$ cat config.mk
export PLATFORM = sky130hd
export DESIGN_NAME = fp_accum
export DESIGN_NICKNAME = d
export VERILOG_FILES = /design/src/rtl/fp_accum.sv
export SDC_FILE = /design/constraint.sdc
export NUM_CORES = 1
export LEC_CHECK = 0
export CAP_MARGIN = 20
export CORE_MARGIN = 2
export CORE_UTILIZATION = 60
export DETAILED_ROUTE_END_ITERATION = 10
export PLACE_DENSITY = 0.83
export SLEW_MARGIN = 15
export SYNTH_ARGS = -nofsm -noshare
export SYNTH_HDL_FRONTEND = slang
export SYNTH_SLANG_ARGS = --single-unit
$ cat constraint.sdc
create_clock -name clk -period 6.9 [get_ports clk]
set_clock_uncertainty 0.2 [all_clocks]
set_input_delay 1.725 -clock clk [delete_from_list [all_inputs] [get_ports clk]]
set_output_delay 1.725 -clock clk [all_outputs]
set_load 0.01 [all_outputs]
$ cat src/rtl/fp_accum.sv
// IEEE-754 single-precision accumulator: IDLE -> ALIGN -> ADD -> NORM -> DONE.
// Guard bits are carried through the datapath and truncated on pack (round toward zero).
module fp_accum #(
  parameter int unsigned GUARD_BITS = 3
) (
  input  logic        clk,
  input  logic        rst,
  input  logic        acc_start,
  input  logic [31:0] in_data,
  input  logic        in_overflow,
  input  logic        acc_clear,
  output logic        acc_ready,
  output logic        acc_busy,
  output logic        acc_done,
  output logic [31:0] acc_result,
  output logic        acc_overflow
);
  localparam int unsigned W = 24 + GUARD_BITS;

  typedef enum logic [2:0] {S_IDLE, S_ALIGN, S_ADD, S_NORM, S_DONE} state_e;
  typedef enum logic [1:0] {M_ARITH, M_KEEP, M_INF} mode_e;

  state_e       state_q, state_d;
  mode_e        mode_q, mode_d;
  logic [31:0]  op_q, res_q, res_d;
  logic         opovf_q, ovf_q, ovf_d;
  logic         sa_q, sb_q, sa_d, sb_d;
  logic [7:0]   ea_q, ea_d;
  logic [W-1:0] ma_q, mb_q, ma_d, mb_d;
  logic [W:0]   sum_q, sum_d;

  // ALIGN: flush denormals, order by magnitude, shift the smaller operand
  logic [30:0]  mag_acc, mag_op;
  logic [31:0]  hi, lo;
  logic [7:0]   eb, diff;
  logic [W-1:0] mb_raw;
  always_comb begin
    mag_acc = (res_q[30:23] == 8'd0) ? '0 : res_q[30:0];
    mag_op  = (op_q[30:23] == 8'd0) ? '0 : op_q[30:0];
    if (mag_op > mag_acc) begin
      hi = {op_q[31], mag_op};
      lo = {res_q[31], mag_acc};
    end else begin
      hi = {res_q[31], mag_acc};
      lo = {op_q[31], mag_op};
    end
    sa_d   = hi[31];
    sb_d   = lo[31];
    ea_d   = hi[30:23];
    eb     = lo[30:23];
    diff   = ea_d - eb;
    ma_d   = (ea_d != 8'd0) ? {1'b1, hi[22:0], {GUARD_BITS{1'b0}}} : '0;
    mb_raw = (eb != 8'd0) ? {1'b1, lo[22:0], {GUARD_BITS{1'b0}}} : '0;
    mb_d   = (32'(diff) > W) ? '0 : (mb_raw >> diff);
    if (res_q[30:23] == 8'hFF)
      mode_d = M_KEEP;
    else if (opovf_q || op_q[30:23] == 8'hFF)
      mode_d = M_INF;
    else
      mode_d = M_ARITH;
  end

  // ADD: A >= B in magnitude, so subtraction never goes negative
  always_comb begin
    if (sa_q == sb_q)
      sum_d = {1'b0, ma_q} + {1'b0, mb_q};
    else
      sum_d = {1'b0, ma_q} - {1'b0, mb_q};
  end

  // NORM: carry or leading-zero normalise, then pack with range checks
  int unsigned  lz;
  logic [W-1:0] nm;
  logic [9:0]   ne;
  always_comb begin
    lz = 0;
    for (int unsigned i = 0; i < W; i++)
      if (sum_q[i]) lz = W - 1 - i;
    if (sum_q[W]) begin
      nm = sum_q[W:1];
      ne = {2'b00, ea_q} + 10'd1;
    end else begin
      nm = sum_q[W-1:0] << lz;
      ne = {2'b00, ea_q} - 10'(lz);
    end
    res_d = res_q;
    ovf_d = ovf_q;
    case (mode_q)
      M_KEEP: ;
      M_INF: begin
        res_d = {op_q[31], 8'hFF, 23'd0};
        ovf_d = 1'b1;
      end
      default: begin
        if (sum_q == '0 || ne[9] || ne == 10'd0)
          res_d = '0;
        else if (ne >= 10'd255) begin
          res_d = {sa_q, 8'hFF, 23'd0};
          ovf_d = 1'b1;
        end else
          res_d = {sa_q, ne[7:0], nm[W-2 -: 23]};
      end
    endcase
  end

  always_comb begin
    state_d = state_q;
    case (state_q)
      S_IDLE:  if (acc_start && !acc_clear) state_d = S_ALIGN;
      S_ALIGN: state_d = S_ADD;
      S_ADD:   state_d = S_NORM;
      S_NORM:  state_d = S_DONE;
      default: state_d = S_IDLE;
    endcase
  end

  always_ff @(posedge clk) begin
    if (rst || acc_clear) begin
      state_q <= S_IDLE;
      res_q   <= '0;
      ovf_q   <= 1'b0;
      op_q    <= '0;
      opovf_q <= 1'b0;
      mode_q  <= M_ARITH;
      sa_q    <= 1'b0;
      sb_q    <= 1'b0;
      ea_q    <= '0;
      ma_q    <= '0;
      mb_q    <= '0;
      sum_q   <= '0;
    end else begin
      state_q <= state_d;
      case (state_q)
        S_IDLE: if (acc_start) begin
          op_q    <= in_data;
          opovf_q <= in_overflow;
        end
        S_ALIGN: begin
          mode_q <= mode_d;
          sa_q   <= sa_d;
          sb_q   <= sb_d;
          ea_q   <= ea_d;
          ma_q   <= ma_d;
          mb_q   <= mb_d;
        end
        S_ADD:  sum_q <= sum_d;
        S_NORM: begin
          res_q <= res_d;
          ovf_q <= ovf_d;
        end
        default: ;
      endcase
    end
  end

  assign acc_ready    = (state_q == S_IDLE);
  assign acc_busy     = (state_q != S_IDLE);
  assign acc_done     = (state_q == S_DONE);
  assign acc_result   = res_q;
  assign acc_overflow = ovf_q;
endmodule

* After elaboration in Yosys (flattened, before gate mapping)
Cells that the tools add are included.
** Storage, ports and cells
- Input bits :: 37
- Flip-flop bits (word level) :: 163
- ROM bits :: 0
- Memories kept :: 0
- Logic and storage cells :: 99
- Latch bits :: 0
- Bits in writable memories :: 0
** Cells by class
- Div/mod/pow operators :: 0
- Bitwise operators :: 1
- Reduce and logical (&&, ||, !) cells :: 18
- $lt $le $gt $ge :: 3
- Add/sub/neg operators :: 5
- Equal/unequal tests :: 11
- Shift-type cells :: 2
- $mul :: 0
- Multiplexer cells :: 47
** Operator list (number)
- $mux 32 :: 29
- $mux 31 :: 3
- $mux 27 :: 3
- $pmux 32 s2 :: 1
- $shl 27x32->26 :: 1
- $gt 31x31->1 :: 1
- $add 27x27->28 :: 1
- $logic_not 28->1 :: 1
- $mux 28 :: 1
- $sub 27x27->28 :: 1
- $shr 27x8->27 :: 1
- $mux 26 :: 1
- $eq 8x8->1 const B :: 2
- $logic_not 8->1 :: 2
- $reduce_bool 8->1 :: 2
- $pmux 3 s4 :: 1
- $ge 10x8->1 const B :: 1
- $logic_not 10->1 :: 1
- $mux 10 :: 1
- $sub 8x10->10 :: 1
- $add 8x1->9 const B :: 1
- $gt 8x5->1 const B :: 1
- $sub 8x8->8 :: 1
- $eq 3x2->1 const B :: 2
- other kinds (20) :: 27

* Logic depth before layout (Yosys ltp)
- Depth in word-level cells :: 33
- Depth in mapped cells :: 28
- Mapped depth without buffers :: 23

* Worst setup path before layout
No wires, ideal clock.
- Path type :: register -> register
- Start :: register res_q[24] (netlist: acc_result[24])
- End :: register mb_q[0]
- Library setup time :: 0.116 ns
- Arrival time :: 5.020 ns
- Stages on the path, launching flop included :: 27
- Slack :: 1.565 ns
- Path buffers :: 5
- Cell sequence :: dfxtp_1 > clkbuf_1 > nor4_1 > nand2_1 > clkbuf_1 > buf_1 > nand2_1 > ha_1 > o211ai_1 > a21oi_1 > o221a_2 > o21ai_2 > buf_6 > nand4_2 > and2_1 > ha_1 > and2_1 > o31ai_1 > a21oi_1 > nor2_1 > a21oi_2 > and3_1 > o2111a_1 > o211a_1 > buf_4 > a32o_1 > a31o_1
** Between the ends
- Cells in the longest elaborated chain, start to end :: 8
- Elaborated cells on any way between the ends :: 11
** RTL lines
- start, declared :: RTL line 25 : logic [31:0] op_q, res_q, res_d;
- start signal, assigned :: RTL line 148 : res_q <= res_d;
- $logic_not 8->1 :: RTL line 38 : mag_acc = (res_q[30:23] == 8'd0) ? '0 : res_q[30:0];
- $mux 31 * :: RTL line 38
- parallel branches: the longest is 5 deep, another holds $gt 31x31->1
- $mux 27 * :: RTL line 54 : mb_d = (32'(diff) > W) ? '0 : (mb_raw >> diff);
- end signal, assigned :: RTL line 144 : mb_q <= mb_d;
- end, declared :: RTL line 29 : logic [W-1:0] ma_q, mb_q, ma_d, mb_d;
Every way passes the cells marked *.
A chain may end at the register's enable or synchronous reset.

* Worst setup path after layout
- Start :: register op_q[24]
- End :: register mb_q[4]
** Between the ends
- Cells in the longest elaborated chain, start to end :: 8
- Elaborated cells on any way between the ends :: 11
** RTL lines
- start, declared :: RTL line 25
- start signal, assigned :: RTL line 135 : op_q <= in_data;
- $logic_not 8->1 :: RTL line 39 : mag_op = (op_q[30:23] == 8'd0) ? '0 : op_q[30:0];
- $mux 31 * :: RTL line 39
- parallel branches: the longest is 5 deep, another holds $gt 31x31->1
- $mux 27 * :: RTL line 54
Marks and branches as above.

==> impl_results.md <==
- Status: finished clean
- Cell mode on critical path: nand2_1
- Clock latency at the later pin of the worst-skew pair: 440 ps
- CP top delay family: compound AO/OA/AOI/OAI gates
- Main synth FF type: dfxtp_1
- Count of different cell masters after synthesis: 92
- Worst EP arrival: 6110 ps
- CTS max path bufs: 2
- Crit Path Category: reg2reg
- Num Clock Sinks: 160
- Final TNS setup: 0 ps
- Clk slew on worst S/H paths: 80 ps
- ANT nets after route: 0
- Pin count of the biggest net entering global routing: 84
- GPL Wtd Cong: 1.027
- Final WL: 43700 µm
- TritonCTS clock tree: done
- Worst setup EP type: flop
- Hpwl dp: 33090 µm
- RR Startpoint: op_q[24]$_SDFFE_PP0P_
- Cell count after synthesis: 1708
- Hold Crit Depth: 2
- Width of the die: 151.6 µm
- Gr usage total: 0.3862
- Worst path slowest cell: a21oi_4
- Worst path bufs/invs: 3
- Resize count post-CTS: 0
- Sequential cell area fraction in the yosys report: 0.2452
- Vias: 13290
- First-pass GRT wire length: 68720 µm
- Max frequency: 167.9 MHz
- Post-Route Utilization: 0.6806
- Worst Max-Slew Pin Slew: 1073 ps
- CP max stage delay: 440 ps
- Hold Fails Final Rpt: 0
- EDFF count, synth: 0
- Most frequent cell after synthesis: nand2_1
- Area grow syn2layout: 10.55%
- Die height: 151.6 µm
- Crit share post-route: 0.8634
- Ports: 73
- Ys Warns: 0
- Post-synth top area cell: dfxtp_1
- Flops & latches, synth: 160
- Worst Min Path Start: acc_overflow$_SDFFE_PP0P_
- Maximum vdd drop: 0.1449 mV
- Post-Syn Area per Cell: 7.649 µm²
- Worst hold path class: reg2reg
- Reg2reg end: mb_q[4]$_SDFFE_PP0P_
- Drc violations: 0
- Avg WL per Cell: 21.94 µm
- CTS buffer count: 17
- Syn_nets: 1810
- Internal reg-to-reg setup slack: 940 ps
- Yosys top cell area share: 0.2452
- Worst hold endpoint: acc_overflow$_SDFFE_PP0P_
- Core area: 0.02122 mm²
- Post-layout min period: 5958 ps
- Port Buffers: 72
- Die area: 0.02297 mm²
- Async S/R FF share, synth: 0
- Row count: 53
- RSZ-0062 raised after global routing: false
- Fin. max-slew vios: 0
- Initial Util: 0.6156
- H-tree levels: 4
- Share of layout cells above drive strength 1: 0.07863
- Nets: 1806
- Root buffer cell: clkbuf_16
- Met2 wire length: 19300 µm
- Max cap viols: 0
- Initial antenna violation count: 0
- Worst setup SP type: flop
- Vias/cell: 6.673
- Setup Viol. Count Final: 0
- Hold buffer count at cts: 0
- Number of detailed-route iterations in the first pass: 7
- Total global routing overflow: 0
- Reg2Reg Depth: 25
- Initial DRC count: 1642
- Worst EP required: 7050 ps
- Post-CTS setup buffers: 0
- CP max FO: 25
- Antenna diode count: 0
- Number of global-route vias before repair: 12220
- Routed length on met3: 4228 µm
- Leak: 5.688 nW
- Pwr dens: 176.5 mW/mm²
- Area contributors post-synth: dfxtp_1 25%, nand2_1 7.7%, mux2i_1 6.1%
- Relative slew slack: 0.2797
- Met1 Wirelength: 18000 µm
- Commonest cells in the netlist: 267 x nand2_1, 160 x dfxtp_1, 154 x a21oi_1, 150 x nor2_1, 96 x clkbuf_1
- Synth Cell Area: 0.01306 mm²
- Fill count: 1844
- Uppermost layer routed: met4
stage by stage:
| step | cell area [µm²] | instances | total power, mW | setup slack [ps] | hold slack [ps] |
|---|---|---|---|---|---|
| after floorplan | 13060 | 1708 | 1.426 | 1565 | 231.7 |
| after global placement | 13820 | 1958 | 1.559 | 1181 | 234.1 |
| after detailed placement | 13820 | 1958 | 1.569 | 1135 | 238.1 |
| after CTS | 14410 | 1990 | 2.532 | 1083 | 248.1 |
| after global routing | 14440 | 1992 | 2.637 | 498.1 | 288.3 |
| final | 14440 | 1992 | 2.549 | 942.4 | 243.8 |
cell families after synthesis:
kind of cell    count (synthesis)  share of synthesized area
simple gates                  633                     0.2240
compound gates                481                     0.2480
buf+inv                       185                    0.05689
flops                         160                     0.2452
mux                           124                     0.1209
fa+ha+maj                      65                    0.06340
xor+xnor                       60                    0.04166
final cells by class:
cell class,instances,area [µm²],area share
clock buffer,19,442.9,0.03067
clock inverter,13,153.9,0.01066
inverter,64,240.2,0.01663
multi-input combinational,1363,9128,0.6320
sequential,160,3203,0.2218
tap,275,344.1,0.02382
timing repair buffer,98,930.9,0.06445
how the worst max path moves through the flow:
| stage | from | endpoint | slack [ps] | cells past startpoint |
|---|---|---|---|---|
| CTS | op_q[24]$_SDFFE_PP0P_ | mb_q[16]$_SDFFE_PP0P_ | 1080 | 24 |
| finish | op_q[24]$_SDFFE_PP0P_ | mb_q[4]$_SDFFE_PP0P_ | 940 | 25 |
| global placement | op_q[23]$_SDFFE_PP0P_ | mb_q[16]$_SDFFE_PP0P_ | 1180 | 24 |
| detailed placement | op_q[23]$_SDFFE_PP0P_ | mb_q[16]$_SDFFE_PP0P_ | 1130 | 24 |
| floorplan | acc_result[24]$_SDFFE_PP0P_ | mb_q[0]$_SDFFE_PP0P_ | 1560 | 26 |
| global route | acc_result[24]$_SDFFE_PP0P_ | mb_q[4]$_SDFFE_PP0P_ | 500 | 23 |
routing by layer:
metal / global-route usage / vias to the layer above
met4: 0.1745 / 0
met1: 0.5215 / 6204
met3: 0.07934 / 146
li1: - / 6194
met5: 0 / -
met2: 0.5959 / 748
report_power, final:
part	switching [mW]	internal, mW
registers	0.0140	0.935
clock network	0.428	0.551
logic	0.403	0.217
total	0.846	1.70
sequential cells by signal, summed over array words and instances, names as in the netlist:
signal	count
acc_overflow	1
acc_result	32
ea_q	8
ma_q	24
mb_q	27
mode_q	2
op_q	32
opovf_q	1
sa_q	1
sb_q	1
state_q	3
sum_q	28
worst reg2reg max path, delay by kind of cell (launching register included):
family / cells / cell delay, ps
compound gates: 10 / 2200
simple gates: 10 / 1940
fa+ha+maj: 2 / 590
buf+inv: 3 / 510
flops: 1 / 420
cell usage in the layout, fill, tap and decap left out, drive strengths merged, types with 11 or more instances in the layout:
cell type / Yosys / layout
xnor2: 36 / 36
ha: 63 / 63
mux4: 25 / 25
nand4: 22 / 22
nor4: 21 / 21
o211ai: 30 / 30
nor3: 33 / 33
nand2: 268 / 268
o21a: 11 / 11
a22o: 16 / 16
xor2: 24 / 24
o22ai: 11 / 11
nand2b: 18 / 18
a21o: 17 / 17
clkbuf: 96 / 19
mux2: 20 / 20
buf: 25 / 26
dfxtp: 160 / 160
and2: 25 / 25
a311oi: 16 / 16
a211oi: 31 / 31
o31ai: 13 / 13
o21ai: 83 / 83
inv: 61 / 65
clkdlybuf4s50: 0 / 72
mux2i: 79 / 79
nor2: 152 / 152
nand3: 38 / 38
a21oi: 156 / 156
Power figures use the tool's default switching activity.
